$ cat config.mk
export PLATFORM = sky130hd
export DESIGN_NAME = pong_mmio
export DESIGN_NICKNAME = d
export VERILOG_FILES = /design/src/rtl/pong_mmio_pkg.sv /design/src/rtl/key_event_fifo.sv /design/src/rtl/pong_mmio.sv
export SDC_FILE = /design/constraint.sdc
export NUM_CORES = 1
export LEC_CHECK = 0
export ABC_AREA = 1
export BUFFER_PORTS_ARGS = -buffer_cell sky130_fd_sc_hd__buf_2
export CORE_UTILIZATION = 42
export CTS_CLUSTER_SIZE = 28
export DETAILED_ROUTE_END_ITERATION = 8
export PLACE_DENSITY = 0.75
export REMOVE_ABC_BUFFERS = 1
export SLEW_MARGIN = 20
export SYNTH_ARGS = -nofsm -noshare
export SYNTH_HDL_FRONTEND = slang
export SYNTH_HIERARCHICAL = 1
export SYNTH_SLANG_ARGS = --single-unit
$ cat constraint.sdc
create_clock -name clock -period 2.35 [get_ports clock]
set_clock_uncertainty 0.2 [all_clocks]
set_input_delay 0.235 -clock clock [delete_from_list [all_inputs] [get_ports clock]]
set_output_delay 0.235 -clock clock [all_outputs]
set_load 0.01 [all_outputs]
$ cat src/rtl/pong_mmio_pkg.sv
// Shared constants and types for the Pong memory-mapped I/O slave: register
// offsets, PS/2 scan codes, key-event layout, screen limits and reset coordinates.
package pong_mmio_pkg;

  localparam logic [2:0] OFF_BALL_X    = 3'd0;
  localparam logic [2:0] OFF_BALL_Y    = 3'd1;
  localparam logic [2:0] OFF_PADDLE_L  = 3'd2;
  localparam logic [2:0] OFF_PADDLE_R  = 3'd3;
  localparam logic [2:0] OFF_COMMIT    = 3'd4;
  localparam logic [2:0] OFF_STATUS    = 3'd5;
  localparam logic [2:0] OFF_KEY_EVENT = 3'd6;
  localparam logic [2:0] OFF_KEY_HELD  = 3'd7;

  localparam logic [7:0] SC_BRK  = 8'hF0;
  localparam logic [7:0] SC_EXT  = 8'hE0;
  localparam logic [7:0] SC_W    = 8'h1D;
  localparam logic [7:0] SC_S    = 8'h1B;
  localparam logic [7:0] SC_UP   = 8'h75;
  localparam logic [7:0] SC_DOWN = 8'h72;

  localparam int EV_BRK_BIT   = 8;
  localparam int EV_EXT_BIT   = 9;
  localparam int EV_VALID_BIT = 10;

  localparam int HELD_W    = 0;
  localparam int HELD_S    = 1;
  localparam int HELD_UP   = 2;
  localparam int HELD_DOWN = 3;

  localparam logic [9:0] X_MAX = 10'd639;
  localparam logic [8:0] Y_MAX = 9'd479;

  localparam logic [9:0] BALL_X_RST = 10'd320;
  localparam logic [8:0] BALL_Y_RST = 9'd240;
  localparam logic [8:0] PADDLE_RST = 9'd200;

  typedef enum logic [1:0] {
    DEC_IDLE,
    DEC_BRK,
    DEC_EXT,
    DEC_EXT_BRK
  } dec_state_e;

  // Field order matches the KEY_EVENT read layout below the valid bit.
  typedef struct packed {
    logic       ext;
    logic       brk;
    logic [7:0] code;
  } key_event_t;

  function automatic logic [9:0] clamp10(input logic [9:0] v, input logic [9:0] lim);
    return (v > lim) ? lim : v;
  endfunction

  function automatic logic [8:0] clamp9(input logic [8:0] v, input logic [8:0] lim);
    return (v > lim) ? lim : v;
  endfunction

endpackage

$ cat src/rtl/key_event_fifo.sv
// Synchronous FIFO with occupancy count; a push on full is accepted only when
// a pop happens in the same cycle, and a pop on empty is ignored.
module key_event_fifo #(
  parameter int DEPTH = 8,
  parameter int WIDTH = 10
) (
  input  logic                     clk,
  input  logic                     rst_n,
  input  logic                     i_push,
  input  logic [WIDTH-1:0]         i_wr_data,
  input  logic                     i_pop,
  output logic [WIDTH-1:0]         o_rd_data,
  output logic [$clog2(DEPTH):0]   o_count,
  output logic                     o_full,
  output logic                     o_empty
);

  localparam int AW = $clog2(DEPTH);
  localparam logic [AW-1:0] PTR_ONE  = AW'(1);
  localparam logic [AW:0]   CNT_ONE  = (AW + 1)'(1);
  localparam logic [AW:0]   CNT_FULL = (AW + 1)'(DEPTH);

  logic [WIDTH-1:0] r_mem [DEPTH];
  logic [AW-1:0]    r_wr_ptr;
  logic [AW-1:0]    r_rd_ptr;
  logic [AW:0]      r_count;
  logic             w_pop_ok;
  logic             w_push_ok;

  assign o_full    = (r_count == CNT_FULL);
  assign o_empty   = (r_count == '0);
  assign o_count   = r_count;
  assign o_rd_data = r_mem[r_rd_ptr];

  assign w_pop_ok  = i_pop & ~o_empty;
  assign w_push_ok = i_push & (~o_full | w_pop_ok);

  // NOTE: storage is deliberately not reset; r_count gates every read, so
  // stale entries are never visible and the array stays plain RAM.
  always_ff @(posedge clk) begin
    if (w_push_ok) r_mem[r_wr_ptr] <= i_wr_data;
  end

  always_ff @(posedge clk or negedge rst_n) begin
    if (!rst_n) begin
      r_wr_ptr <= '0;
      r_rd_ptr <= '0;
      r_count  <= '0;
    end else begin
      if (w_push_ok) r_wr_ptr <= r_wr_ptr + PTR_ONE;
      if (w_pop_ok)  r_rd_ptr <= r_rd_ptr + PTR_ONE;
      case ({w_push_ok, w_pop_ok})
        2'b10:   r_count <= r_count + CNT_ONE;
        2'b01:   r_count <= r_count - CNT_ONE;
        default: r_count <= r_count;
      endcase
    end
  end

endmodule

$ cat src/rtl/pong_mmio.sv
// Pong I/O window slave: PS/2 key decoder + event FIFO, vsync-committed VGA
// coordinates and register file. Optional build macro: PONG_MMIO_REPEAT_FILTER_EN.
module pong_mmio
  import pong_mmio_pkg::*;
#(
  parameter logic [11:0] BASE_ADDR  = 12'd3000,
  parameter int          FIFO_DEPTH = 8,
  parameter logic [8:0]  PADDLE_MAX = 9'd400
) (
  input  logic        clock,
  input  logic        resetn,
  input  logic [11:0] addr,
  input  logic [31:0] wdata,
  input  logic        wren,
  output logic [31:0] io_rdata,
  output logic        io_hit,
  input  logic        ps2_key_pressed,
  input  logic [7:0]  ps2_key_data,
  input  logic        vga_vsync,
  output logic [9:0]  ball_x,
  output logic [8:0]  ball_y,
  output logic [8:0]  paddle_left,
  output logic [8:0]  paddle_right
);

  localparam int CW = $clog2(FIFO_DEPTH) + 1;

  // ---------------- address decode ----------------
  logic [11:0] w_addr_rel;
  logic [2:0]  w_offset;
  logic        w_in_window;
  logic        w_wr;

  assign w_addr_rel  = addr - BASE_ADDR;
  assign w_offset    = w_addr_rel[2:0];
  assign w_in_window = (addr >= BASE_ADDR) && (addr <= BASE_ADDR + 12'd7);
  assign w_wr        = wren & w_in_window;

  logic w_unused_wdata;
  assign w_unused_wdata = ^{wdata[31:10], w_addr_rel[11:3]};

  // ---------------- vsync synchroniser / frame tick ----------------
  logic r_vs_meta, r_vs_sync, r_vs_prev;
  logic w_frame_tick;

  // Idle-high reset values keep a reset release from looking like a falling edge.
  always_ff @(posedge clock or negedge resetn) begin
    if (!resetn) begin
      r_vs_meta <= 1'b1;
      r_vs_sync <= 1'b1;
      r_vs_prev <= 1'b1;
    end else begin
      r_vs_meta <= vga_vsync;
      r_vs_sync <= r_vs_meta;
      r_vs_prev <= r_vs_sync;
    end
  end

  assign w_frame_tick = r_vs_prev & ~r_vs_sync;

  // ---------------- staging / display registers ----------------
  logic [9:0]  r_stg_x;
  logic [8:0]  r_stg_y, r_stg_pl, r_stg_pr;
  logic [9:0]  r_disp_x;
  logic [8:0]  r_disp_y, r_disp_pl, r_disp_pr;
  logic        r_commit_pending;
  logic [15:0] r_frame_cnt;

  // Display copies the staging values held before this cycle's writes land.
  always_ff @(posedge clock or negedge resetn) begin
    if (!resetn) begin
      r_stg_x          <= BALL_X_RST;
      r_stg_y          <= BALL_Y_RST;
      r_stg_pl         <= PADDLE_RST;
      r_stg_pr         <= PADDLE_RST;
      r_disp_x         <= BALL_X_RST;
      r_disp_y         <= BALL_Y_RST;
      r_disp_pl        <= PADDLE_RST;
      r_disp_pr        <= PADDLE_RST;
      r_commit_pending <= 1'b0;
      r_frame_cnt      <= '0;
    end else begin
      if (w_frame_tick) begin
        r_frame_cnt <= r_frame_cnt + 16'd1;
        if (r_commit_pending) begin
          r_disp_x  <= r_stg_x;
          r_disp_y  <= r_stg_y;
          r_disp_pl <= r_stg_pl;
          r_disp_pr <= r_stg_pr;
        end
      end
      if (w_wr && w_offset == OFF_BALL_X)   r_stg_x  <= clamp10(wdata[9:0], X_MAX);
      if (w_wr && w_offset == OFF_BALL_Y)   r_stg_y  <= clamp9(wdata[8:0], Y_MAX);
      if (w_wr && w_offset == OFF_PADDLE_L) r_stg_pl <= clamp9(wdata[8:0], PADDLE_MAX);
      if (w_wr && w_offset == OFF_PADDLE_R) r_stg_pr <= clamp9(wdata[8:0], PADDLE_MAX);
      // A COMMIT landing on a tick re-arms rather than copying this frame.
      if (w_wr && w_offset == OFF_COMMIT) r_commit_pending <= 1'b1;
      else if (w_frame_tick)              r_commit_pending <= 1'b0;
    end
  end

  assign ball_x       = r_disp_x;
  assign ball_y       = r_disp_y;
  assign paddle_left  = r_disp_pl;
  assign paddle_right = r_disp_pr;

  // ---------------- PS/2 decoder FSM ----------------
  dec_state_e r_dec_state, w_dec_next;
  logic       w_is_brk, w_is_ext;
  logic       w_dec_valid;
  key_event_t w_dec_event;

  assign w_is_brk = (ps2_key_data == SC_BRK);
  assign w_is_ext = (ps2_key_data == SC_EXT);

  always_ff @(posedge clock or negedge resetn) begin
    if (!resetn) r_dec_state <= DEC_IDLE;
    else         r_dec_state <= w_dec_next;
  end

  // NOTE: every always_comb output gets a default first so no path leaves it
  // unassigned and infers a latch.
  always_comb begin
    w_dec_next = r_dec_state;
    if (ps2_key_pressed) begin
      case (r_dec_state)
        DEC_IDLE:    w_dec_next = w_is_brk ? DEC_BRK : (w_is_ext ? DEC_EXT : DEC_IDLE);
        DEC_BRK:     w_dec_next = (w_is_brk || w_is_ext) ? DEC_BRK : DEC_IDLE;
        DEC_EXT:     w_dec_next = w_is_brk ? DEC_EXT_BRK : (w_is_ext ? DEC_EXT : DEC_IDLE);
        DEC_EXT_BRK: w_dec_next = (w_is_brk || w_is_ext) ? DEC_EXT_BRK : DEC_IDLE;
        default:     w_dec_next = DEC_IDLE;
      endcase
    end
  end

  always_comb begin
    w_dec_valid = 1'b0;
    w_dec_event = '0;
    if (ps2_key_pressed && !w_is_brk && !w_is_ext) begin
      w_dec_valid      = 1'b1;
      w_dec_event.ext  = (r_dec_state == DEC_EXT) || (r_dec_state == DEC_EXT_BRK);
      w_dec_event.brk  = (r_dec_state == DEC_BRK) || (r_dec_state == DEC_EXT_BRK);
      w_dec_event.code = ps2_key_data;
    end
  end

  // ---------------- held-key bitmap ----------------
  logic [3:0] r_held;
  logic [3:0] w_held_hit;

  always_comb begin
    w_held_hit            = '0;
    w_held_hit[HELD_W]    = !w_dec_event.ext && (w_dec_event.code == SC_W);
    w_held_hit[HELD_S]    = !w_dec_event.ext && (w_dec_event.code == SC_S);
    w_held_hit[HELD_UP]   =  w_dec_event.ext && (w_dec_event.code == SC_UP);
    w_held_hit[HELD_DOWN] =  w_dec_event.ext && (w_dec_event.code == SC_DOWN);
  end

  always_ff @(posedge clock or negedge resetn) begin
    if (!resetn)          r_held <= '0;
    else if (w_dec_valid) r_held <= w_dec_event.brk ? (r_held & ~w_held_hit)
                                                    : (r_held | w_held_hit);
  end

  // ---------------- key-event FIFO ----------------
  logic          w_push, w_pop;
  logic [9:0]    w_fifo_rd;
  logic [CW-1:0] w_fifo_count;
  logic          w_fifo_full, w_fifo_empty;
  logic          r_overflow;

`ifdef PONG_MMIO_REPEAT_FILTER_EN
  logic w_repeat;
  assign w_repeat = !w_dec_event.brk && |(w_held_hit & r_held);
  assign w_push   = w_dec_valid & ~w_repeat;
`else
  assign w_push   = w_dec_valid;
`endif

  assign w_pop = w_wr && (w_offset == OFF_KEY_EVENT);

  key_event_fifo #(
    .DEPTH (FIFO_DEPTH),
    .WIDTH ($bits(key_event_t))
  ) u_fifo (
    .clk       (clock),
    .rst_n     (resetn),
    .i_push    (w_push),
    .i_wr_data (w_dec_event),
    .i_pop     (w_pop),
    .o_rd_data (w_fifo_rd),
    .o_count   (w_fifo_count),
    .o_full    (w_fifo_full),
    .o_empty   (w_fifo_empty)
  );

  // A drop in the same cycle as a STATUS write still leaves overflow set.
  always_ff @(posedge clock or negedge resetn) begin
    if (!resetn)                                r_overflow <= 1'b0;
    else if (w_push && w_fifo_full && !w_pop)   r_overflow <= 1'b1;
    else if (w_wr && w_offset == OFF_STATUS)    r_overflow <= 1'b0;
  end

  // ---------------- read path ----------------
  logic [31:0] w_rdata;

  always_comb begin
    w_rdata = '0;
    case (w_offset)
      OFF_STATUS:    w_rdata = {r_frame_cnt, 11'd0, r_overflow, 4'(w_fifo_count)};
      OFF_KEY_EVENT: w_rdata = w_fifo_empty ? 32'd0 : {21'd0, 1'b1, w_fifo_rd};
      OFF_KEY_HELD:  w_rdata = {28'd0, r_held};
      default:       w_rdata = '0;
    endcase
  end

  always_ff @(posedge clock or negedge resetn) begin
    if (!resetn) begin
      io_rdata <= '0;
      io_hit   <= 1'b0;
    end else begin
      io_rdata <= w_in_window ? w_rdata : 32'd0;
      io_hit   <= w_in_window;
    end
  end

endmodule
* Yosys cells after proc, flatten, opt, wreduce, memory -nomap -nowiden
Memory sizes are Yosys's and may differ from the RTL's.
Index checks and enable logic that the tools add are counted.
** Storage, ports and cells
- Register bits :: 144
- Bits of input ports :: 57
- Word-level logic and storage cells :: 115
- Output and inout bits :: 70
- Memories kept :: 1
- Memory bits (writable) :: 80
** Memories
- u_fifo.r_mem :: depth 8, bits a word 10, rd ports 1, clocked after Yosys merged registers in 0, write ports 1, RTL line key_event_fifo.sv:23 : logic [WIDTH-1:0] r_mem [DEPTH];
** Cells by class
- Bitwise operators :: 11
- Reductions and logical operators :: 30
- Add/subtract/negate cells :: 6
- Order comparisons :: 5
- Equality and inequality tests :: 19
- Multiplexer cells :: 22
** Operator list (number)
- 32-bit one-hot mux with 3 select lines :: 1
- 32-bit 2-to-1 mux :: 1
- 10-bit 2-to-1 mux :: 2
- 9-bit > comparator, second input constant :: 2
- 9-bit 2-to-1 mux :: 2
- 16-bit by 1-bit adder with 16-bit output, second input constant :: 1
- 8-bit by 5-bit == test with 1-bit output, second input constant :: 2
- 8-bit by 7-bit == test with 1-bit output, second input constant :: 2
- 8-bit == test, second input constant :: 2
- 1-bit logical AND :: 16
- 3-bit == test, second input constant :: 4
- 12-bit greater-or-equal comparator, second input constant :: 1
- 12-bit <= comparator, second input constant :: 1
- 11-bit 2-to-1 mux :: 1
- 10-bit > comparator, second input constant :: 1
- 1-bit 2-to-1 mux :: 8
- 2-bit 2-to-1 mux :: 4
- 2-bit one-hot mux with 4 select lines :: 1
- 4-bit one-hot mux with 2 select lines :: 1
- 3-bit by 1-bit adder with 3-bit output, second input constant :: 2
- 2-bit == test, second input constant :: 3
- 3-bit by 2-bit == test with 1-bit output, second input constant :: 2
- 2-bit nonzero test :: 3
- 4-bit by 1-bit adder with 4-bit output, second input constant :: 1
- other kinds (18) :: 29

* Depth between registers and ports, before layout
Gate-level depths: netlist of the first run.
- Depth after elaboration :: 10
- Depth in mapped cells :: 16
- Gate-level depth less buffers :: 16

* Modules after synthesis
The synthesis of the first run kept the hierarchy.
** By module, submodules not included
- pong_mmio :: seq. area each 3261.9 µm², area each 5505.3 µm², cells each 550, times used 1
- key_event_fifo :: seq. area each 2652.5 µm², area each 3742.3 µm², cells each 301, times used 1

* Worst setup path before layout of the first run
OpenSTA, ideal clock, no wires.
- Kind :: input port to flip-flop
- Start point :: input addr[10]
- End point :: memory u_fifo.r_mem[1][0] (enable)
- Buffers on the path :: 0
- Setup slack :: -0.370 ns
- Data required time :: 1.760 ns
- Data arrival time :: 2.131 ns
- Stages :: 9
- Library setup time :: 0.390 ns
- Path through :: inv_1 -> nand2_1 -> nor4_4 -> nand2_1 -> nor2_1 -> nand2_4 -> nand2_2 -> nand2_4 -> nor3_1
** Between the ends
- Cells in the longest elaborated chain, start to end :: 9
- Elaborated cells between the ends (all ways) :: 10
- Classes of those cells :: order compare (2); mux (2); bitwise (4); reduce/logical (2)
** RTL lines
- from (decl) :: RTL line pong_mmio.sv:12 : input logic [11:0] addr,
- 12-bit greater-or-equal comparator / 12-bit <= comparator (equally long branches) :: RTL line pong_mmio.sv:36 : assign w_in_window = (addr >= BASE_ADDR) && (addr <= BASE_ADDR + 12'd7);
- 1-bit logical AND (*) :: RTL line pong_mmio.sv:36
- via w_in_window :: RTL line pong_mmio.sv:31 : logic w_in_window;
- 1-bit bitwise AND (*) :: RTL line pong_mmio.sv:37 : assign w_wr = wren & w_in_window;
- 1-bit logical AND (*) :: RTL line pong_mmio.sv:180 : assign w_pop = w_wr && (w_offset == OFF_KEY_EVENT);
- via w_pop :: RTL line pong_mmio.sv:166 : logic w_push, w_pop;
- 1-bit bitwise AND (*) :: RTL line key_event_fifo.sv:35 : assign w_pop_ok = i_pop & ~o_empty;
- 1-bit bitwise OR (*) :: RTL line key_event_fifo.sv:36 : assign w_push_ok = i_push & (~o_full | w_pop_ok);
- 1-bit bitwise AND (*) :: RTL line key_event_fifo.sv:36
- 1-bit 2-to-1 mux (*) :: RTL line key_event_fifo.sv:41 : if (w_push_ok) r_mem[r_wr_ptr] <= i_wr_data;
- 1-bit 2-to-1 mux (not written as such) (*) :: RTL line key_event_fifo.sv:41
- to (decl) :: RTL line key_event_fifo.sv:23
Mark *: on every way through the listed nets, which the timed path passes. The rest lies on a longest branch.

==> results of run 1 <==
==> layout make-up <==
class | count | area share (%)
Sequential cell | 219 | 52.1
Multi-Input combinational cell | 530 | 25.8
Timing Repair Buffer | 166 | 9.71
Clock buffer | 27 | 5.20
Tap cell | 275 | 3.03
Inverter | 79 | 2.62
Clock inverter | 15 | 1.57
==> placed cells by master (no fill, tap or decap), types with 29 or more instances in the layout <==
| cell | synthesis | final |
|---|---|---|
| nor2_1 | 124 | 121 |
| edfxtp_1 | 80 | 80 |
| nand2_1 | 149 | 148 |
| inv_1 | 76 | 76 |
| buf_2 | 4 | 98 |
| mux2_2 | 34 | 34 |
| dfrtp_1 | 112 | 112 |
| nor3_1 | 29 | 29 |
| buf_4 | 7 | 37 |
| o21ai_0 | 49 | 49 |
==> flip-flops by register name, summed over array words and instances, names as in the netlist, 9 cells and up, named ones only <==
register	cells
r_stg_pl	9
paddle_right	9
ball_x	10
r_stg_y	9
r_frame_cnt	16
r_stg_x	10
paddle_left	9
ball_y	9
u_fifo/r_mem	80
r_stg_pr	9
io_rdata	27
==> worst max-delay path, cell delays in order <==
cell           delay, ps
buf_2                110
dlygate4sd3_1        540
nor2_1                90
dlygate4sd3_1        560
nand2_1              100
nor2_4               160
nand3_1              100
dlygate4sd3_1        570
nand2_1               70
==> metal layers <==
layer | global-route usage (%) | part of all wire [%] | up-vias
li1 | - | - | 3151
met2 | 29.4 | 48 | 169
met4 | 5.61 | 2.9 | 0
met1 | 24.7 | 45 | 3064
met3 | 2.64 | 4.3 | 48
met5 | 0 | 0 | -
==> worst paths after layout <==
path,from,endpoint,cells past startpoint,slack (ps)
min reg2reg,r_vs_meta,r_vs_sync,0,180
min in group asynchronous,resetn,paddle_left[5],2,30
max,ps2_key_data[5],flip-flop,9,50
max reg2reg,u_fifo/o_count[0],u_fifo/o_count[3],12,220
max in group asynchronous,resetn,ball_y[7],3,1190
min,ps2_key_data[4],flip-flop,5,-7
==> timing repair <==
item,4_1_cts,5_1_grt
endpoints found under the setup margin,0,52
hold buffers,29,0
resized for setup,0,8
hold endpoints to repair,168,0
buffers inserted,0,0
==> power groups by stage <==
stage / logic, mW / registers [mW] / clock network (mW)
final: 0.990 / 4.51 / 3.66
after global routing: 1.13 / 4.54 / 3.93
after CTS: 0.991 / 4.50 / 3.75
after detailed placement: 0.946 / 4.57 / 0
after global placement: 0.919 / 4.57 / 0
after floorplan: 0.589 / 4.54 / 0
==> kinds of logic (layout without fill, tap and decap cells) <==
logic type	count (synthesis)	in the layout	share of synthesized area, %
compound gates	100	100	6.40
xor+xnor	20	20	1.89
fa+ha+maj	6	6	0.893
buf+inv	106	287	4.84
flops	219	219	64.0
mux	44	44	5.22
other cells	1	5	0.0406
simple gates	355	355	16.8
==> run_summary.xml, run 1 <==
<?xml version="1.0" encoding="UTF-8"?>
<metrics>
  <group name="run_status">
    <metric name="run_status" unit="">complete, but fails checks</metric>
    <metric name="failed_checks" unit="">hold timing</metric>
  </group>
  <group name="sta">
    <metric name="clock.fmax" unit="GHz">0.436</metric>
    <metric name="max_slew.worst_pin.slew" unit="ps">651</metric>
    <metric name="slew-limit-headroom" unit="%">56.3</metric>
    <metric name="final.period_utilization" unit="%">97.7</metric>
    <metric name="timing.hold.ws" unit="ps">-7.33</metric>
    <metric name="final-hold-violation-count" unit="">1</metric>
    <metric name="final-setup-viol-count" unit="">0</metric>
    <metric name="fin_crit" unit="ps">2300</metric>
    <metric name="layout_setup_ws" unit="ps">54.4</metric>
    <metric name="setup_tns" unit="ps">0</metric>
    <metric name="slew_viol_final" unit="">0</metric>
  </group>
  <group name="floorplanning">
    <metric name="floorplan.initialDensity" unit="%">43.4</metric>
    <metric name="fp.dieH" unit="um">150</metric>
    <metric name="fp-row-count" unit="">53</metric>
    <metric name="io_pins" unit="">127</metric>
    <metric name="core" unit="um2">21300</metric>
    <metric name="die_w" unit="um">150</metric>
    <metric name="fp.dieArea" unit="um2">22600</metric>
  </group>
  <group name="grt">
    <metric name="wire_length_of_the_first_global_routing_pass" unit="um">32100</metric>
    <metric name="pin_count_of_the_biggest_net_entering_global_routing" unit="">50</metric>
    <metric name="antenna_found_initial" unit="">0</metric>
    <metric name="grt_pass1_vias" unit="">6429</metric>
    <metric name="grt_usage" unit="%">18.0</metric>
    <metric name="grt_overflow_total" unit="">0</metric>
  </group>
  <group name="power_and_ir_drop">
    <metric name="vdd_ir_drop_max" unit="V">0.000394</metric>
    <metric name="power_density" unit="nW/um2">807</metric>
    <metric name="relative_contribution_of_sequential_cells_to_total_power" unit="%">49.2</metric>
    <metric name="power_switching" unit="mW">2.23</metric>
    <metric name="p_clk_share" unit="%">40.0</metric>
    <metric name="cellInternalPower" unit="mW">6.93</metric>
    <metric name="totalPowerFinal" unit="mW">9.16</metric>
    <metric name="cellLeakagePower" unit="nW">5.35</metric>
    <metric name="share_comb_of_total_power" unit="%">10.8</metric>
    <metric name="p_sw_share" unit="%">24.4</metric>
  </group>
  <group name="synth">
    <metric name="synth_cells" unit="">851</metric>
    <metric name="netlist.area_leader.share" unit="%">30.3</metric>
    <metric name="ys_ff_latch" unit="">219</metric>
    <metric name="synth_enable_flop_cells" unit="">80</metric>
    <metric name="syn_avg_cell_area" unit="um2">10.9</metric>
    <metric name="synth_flop_cell" unit="">dfrtp_1</metric>
    <metric name="synthesis.area" unit="um2">9250</metric>
    <metric name="synth.top_cells.by_area" unit="">dfrtp_1 (30%), edfxtp_1 (26%), dfstp_2 (7.7%)</metric>
    <metric name="synth_common_cells" unit="">nand2_1 (149), nor2_1 (124), dfrtp_1 (112)</metric>
    <metric name="yosys_warnings" unit="">6</metric>
    <metric name="post_synth_num_cell_types" unit="">44</metric>
    <metric name="synth_top_area_cell" unit="">dfrtp_1</metric>
    <metric name="synth_seq_area_share" unit="%">64.0</metric>
    <metric name="post-synth-top-count-cell" unit="">nand2_1</metric>
    <metric name="synth-async-reset-ratio" unit="%">63.5</metric>
  </group>
  <group name="placed_design">
    <metric name="port-buffer-count" unit="">99</metric>
    <metric name="gp_congestion" unit="">0.826</metric>
    <metric name="dpl_cell_area" unit="um2">10300</metric>
    <metric name="dp.cells" unit="">1241</metric>
    <metric name="dp_hpwl" unit="um">13400</metric>
    <metric name="place_worst_setup_slack" unit="ps">-86.5</metric>
  </group>
  <group name="detailed_routing">
    <metric name="avgViaCountPerCell" unit="">4.91</metric>
    <metric name="route.vias.total" unit="">6432</metric>
    <metric name="drt_wl_total" unit="um">19500</metric>
    <metric name="routed_len_inst" unit="um">14.9</metric>
    <metric name="drc" unit="">0</metric>
    <metric name="ant_nets" unit="">0</metric>
    <metric name="drt_first_pass_iters" unit="">5</metric>
    <metric name="drt_first_iter_violations" unit="">366</metric>
  </group>
  <group name="clock_network">
    <metric name="numCtsBuffers" unit="">23</metric>
    <metric name="cts-htree-levels" unit="">1</metric>
    <metric name="tritoncts_num_sinks" unit="">219</metric>
    <metric name="clk_latency" unit="ps">510</metric>
    <metric name="clock_tree.buffer_depth" unit="">3</metric>
    <metric name="cts_root_buffer" unit="">clkbuf_16</metric>
    <metric name="cts_tree" unit="">done</metric>
    <metric name="clk_pin_slew" unit="ps">60</metric>
  </group>
  <group name="flow_run">
    <metric name="cap_viol_max_count" unit="">0</metric>
  </group>
  <group name="worst_setup_path">
    <metric name="startpoint_type" unit="">primary input</metric>
    <metric name="worst_setup_path_end_kind" unit="">flip-flop</metric>
    <metric name="crit_fanout" unit="">4</metric>
    <metric name="worst_ep_required_time" unit="ps">2590</metric>
    <metric name="timing_worst_setup_path_type" unit="">in2reg</metric>
    <metric name="cp_data_arrival_time" unit="ps">2540</metric>
  </group>
  <group name="layout">
    <metric name="nNetsFinal" unit="">1082</metric>
    <metric name="finish.utilization" unit="%">53.3</metric>
    <metric name="area_occupied_by_multi_input_gates" unit="um2">2920</metric>
    <metric name="n_fill_cell" unit="">1800</metric>
    <metric name="final_cell_area" unit="um2">11400</metric>
    <metric name="fraction_of_final_layout_cells_with_drive_strength_greater_than_1" unit="%">26.5</metric>
    <metric name="register_area" unit="um2">5910</metric>
    <metric name="final_standard_cell_count_with_taps_included_and_fillers_excluded" unit="">1311</metric>
    <metric name="synthToLayoutAreaGrowth" unit="%">22.7</metric>
    <metric name="number_of_diodes_added_for_antenna_fixing" unit="">0</metric>
  </group>
  <group name="worst_hold_path">
    <metric name="hold_path.class" unit="">in2reg</metric>
  </group>
</metrics>
No activity file was read; power rests on OpenSTA's default activity.
==> run 2, diff against run 1 <==
--- a/config.mk
+++ b/config.mk
@@ -8,6 +8,7 @@
 export ABC_AREA = 1
 export BUFFER_PORTS_ARGS = -buffer_cell sky130_fd_sc_hd__buf_2
 export CORE_UTILIZATION = 42
+export CTS_BUF_LIST = sky130_fd_sc_hd__clkbuf_16
 export CTS_CLUSTER_SIZE = 28
 export DETAILED_ROUTE_END_ITERATION = 8
 export PLACE_DENSITY = 0.75
==> run 2 against run 1 <==
  * The flow still finishes with violations (hold timing)
  * Global-route usage is the same
  * First-iteration DRC count grew 1.4%
  * Design area is the same
  * Utilization is the same
  * Flip-flop and latch count is the same
  * Clock-buffer cell count shrank 4
  * Critical path type unchanged
  * Largest power group unchanged
==> run_summary.xml, run 2 (synthesis results as in run 1) <==
<?xml version="1.0" encoding="UTF-8"?>
<metrics>
  <group name="sta">
    <metric name="layout_setup_ws" unit="ps">54.7</metric>
    <metric name="clock.fmax" unit="GHz">0.436</metric>
    <metric name="slew-limit-headroom" unit="%">59.2</metric>
    <metric name="final-setup-viol-count" unit="">0</metric>
    <metric name="timing.hold.ws" unit="ps">-7.61</metric>
    <metric name="slew_viol_final" unit="">0</metric>
    <metric name="fin_crit" unit="ps">2300</metric>
    <metric name="final-hold-violation-count" unit="">1</metric>
    <metric name="final.period_utilization" unit="%">97.7</metric>
    <metric name="max_slew.worst_pin.slew" unit="ps">608</metric>
    <metric name="setup_tns" unit="ps">0</metric>
  </group>
  <group name="clock_network">
    <metric name="cts-htree-levels" unit="">1</metric>
    <metric name="cts_root_buffer" unit="">clkbuf_16</metric>
    <metric name="clk_latency" unit="ps">510</metric>
    <metric name="clk_pin_slew" unit="ps">60</metric>
    <metric name="clock_tree.buffer_depth" unit="">3</metric>
    <metric name="cts.repair_timing.setup_buffer_count" unit="">0</metric>
    <metric name="numCtsBuffers" unit="">23</metric>
    <metric name="cts_tree" unit="">done</metric>
    <metric name="tritoncts_num_sinks" unit="">219</metric>
  </group>
  <group name="layout">
    <metric name="layout_common_cells" unit="">nand2_1 (148), nor2_1 (121), dfrtp_1 (112), buf_2 (98)</metric>
    <metric name="number_of_diodes_added_for_antenna_fixing" unit="">0</metric>
    <metric name="final_common_cell" unit="">nand2_1</metric>
    <metric name="largest_registers" unit="">u_fifo/r_mem (80), io_rdata (27), r_frame_cnt (16)</metric>
    <metric name="fraction_of_final_layout_cells_with_drive_strength_greater_than_1" unit="%">26.5</metric>
    <metric name="final_standard_cell_count_with_taps_included_and_fillers_excluded" unit="">1311</metric>
    <metric name="synthToLayoutAreaGrowth" unit="%">22.7</metric>
    <metric name="largest_register_ff_count" unit="">80</metric>
    <metric name="nNetsFinal" unit="">1082</metric>
    <metric name="largest-register" unit="">u_fifo/r_mem</metric>
    <metric name="finish.utilization" unit="%">53.3</metric>
  </group>
  <group name="run_status">
    <metric name="run_status" unit="">complete, but fails checks</metric>
    <metric name="failed_checks" unit="">hold timing</metric>
  </group>
  <group name="floorplanning">
    <metric name="floorplan.initialDensity" unit="%">43.4</metric>
    <metric name="io_pins" unit="">127</metric>
    <metric name="fp-row-count" unit="">53</metric>
    <metric name="core" unit="um2">21300</metric>
    <metric name="fp.dieH" unit="um">150</metric>
    <metric name="fp.dieArea" unit="um2">22600</metric>
    <metric name="die_w" unit="um">150</metric>
  </group>
  <group name="grt">
    <metric name="gr-usage-met2" unit="%">29.4</metric>
    <metric name="antenna_found_initial" unit="">0</metric>
    <metric name="pin_count_of_the_biggest_net_entering_global_routing" unit="">50</metric>
    <metric name="met1_routing_resource_usage_after_global_routing" unit="%">24.7</metric>
    <metric name="grt_usage" unit="%">18.0</metric>
    <metric name="wire_length_of_the_first_global_routing_pass" unit="um">32100</metric>
    <metric name="grt_overflow_total" unit="">0</metric>
    <metric name="grt_pass1_vias" unit="">6429</metric>
    <metric name="global_route.usage.met3" unit="%">2.64</metric>
    <metric name="grt.busiest_layer" unit="">met2</metric>
  </group>
  <group name="worst_setup_path">
    <metric name="worst_ep_required_time" unit="ps">2590</metric>
    <metric name="r2r_setup_slack" unit="ps">220</metric>
    <metric name="crit_fanout" unit="">4</metric>
    <metric name="worst_setup_path_end_kind" unit="">flip-flop</metric>
    <metric name="cp_data_arrival_time" unit="ps">2540</metric>
    <metric name="worst_r2r_startpoint" unit="">u_fifo/o_count[0]</metric>
    <metric name="startpoint_type" unit="">primary input</metric>
    <metric name="worstRegToRegCells" unit="">12</metric>
    <metric name="timing_worst_setup_path_type" unit="">in2reg</metric>
    <metric name="rr_endpoint" unit="">u_fifo/o_count[3]</metric>
    <metric name="cp_startpoint" unit="">ps2_key_data[5]</metric>
  </group>
  <group name="detailed_routing">
    <metric name="routed_len_inst" unit="um">14.9</metric>
    <metric name="drc" unit="">0</metric>
    <metric name="drt_wl_total" unit="um">19500</metric>
    <metric name="route.vias.total" unit="">6441</metric>
    <metric name="drt_first_pass_iters" unit="">5</metric>
    <metric name="drt_first_iter_violations" unit="">371</metric>
    <metric name="avgViaCountPerCell" unit="">4.91</metric>
    <metric name="ant_nets" unit="">0</metric>
  </group>
  <group name="worst_hold_path">
    <metric name="startpoint_of_the_most_critical_hold_path" unit="">ps2_key_data[4]</metric>
    <metric name="hold_path.class" unit="">in2reg</metric>
  </group>
  <group name="placed_design">
    <metric name="place_worst_setup_slack" unit="ps">-86.5</metric>
    <metric name="port-buffer-count" unit="">99</metric>
    <metric name="dp.cells" unit="">1241</metric>
    <metric name="dp_hpwl" unit="um">13400</metric>
    <metric name="gp_congestion" unit="">0.826</metric>
  </group>
  <group name="power_and_ir_drop">
    <metric name="cellLeakagePower" unit="nW">5.37</metric>
    <metric name="power_density" unit="nW/um2">806</metric>
    <metric name="vdd_ir_drop_max" unit="V">0.000394</metric>
  </group>
  <group name="flow_run">
    <metric name="cap_viol_max_count" unit="">0</metric>
  </group>
</metrics>
run 2: per-layer routing:
metal | vias up | wire, um
met5 | - | 0
met4 | 0 | 546
met3 | 44 | 822
met2 | 160 | 9380
met1 | 3090 | 8760
li1 | 3147 | -
run 2: metrics by stage:
| step | total power, mW | cell area (um2) |
|---|---|---|
| 6_report | 9.15 | 11400 |
| 5_1_grt | 9.58 | 11400 |
| 4_1_cts | 9.23 | 11300 |
| 3_5_place_dp | 5.52 | 10300 |
| 3_3_place_gp | 5.48 | 10300 |
| 2_1_floorplan | 5.13 | 9110 |
run 2: worst max-delay path: stages:
cell	delay [ps]
buf_2	110
dlygate4sd3_1	540
nor2_1	90
dlygate4sd3_1	560
nand2_1	100
nor2_4	160
nand3_1	100
dlygate4sd3_1	570
nand2_1	70
run 2: where the power goes:
| group | total [mW] | internal (mW) | switching, mW |
|---|---|---|---|
| sequential | 4.51 | 4.33 | 0.180 |
| clock | 3.65 | 2.22 | 1.43 |
| combinational | 0.990 | 0.359 | 0.631 |
run 2: worst min-delay path by stage:
| stage | endpoint | slack (ps) | cells after the start |
|---|---|---|---|
| 2_1_floorplan | asynchronous set/reset pin | -260 | 0 |
| 3_3_place_gp | paddle_left[5] | -4 | 1 |
| 3_5_place_dp | paddle_left[1] | 0.1 | 1 |
| 4_1_cts | flip-flop | 2 | 6 |
| 5_1_grt | paddle_left[1] | 60 | 2 |
| 6_report | flip-flop | -8 | 5 |
run 2: repair_timing:
| action | CTS | global route |
|---|---|---|
| resized for setup | 0 | 8 |
| setup endpoints to repair | 0 | 52 |
| hold endpoints to repair | 168 | 0 |
| hold buffers | 29 | 0 |
run 2: layout make-up:
| type | instances | area (um2) |
|---|---|---|
| clock inverters | 19 | 193 |
| flip-flops and latches | 219 | 5910 |
| fillers | 1800 | 9940 |
| repair buffers | 166 | 1100 |
| well taps | 275 | 344 |
| inverters | 79 | 298 |
| clock buffers | 23 | 576 |
| multi-input cells | 530 | 2920 |
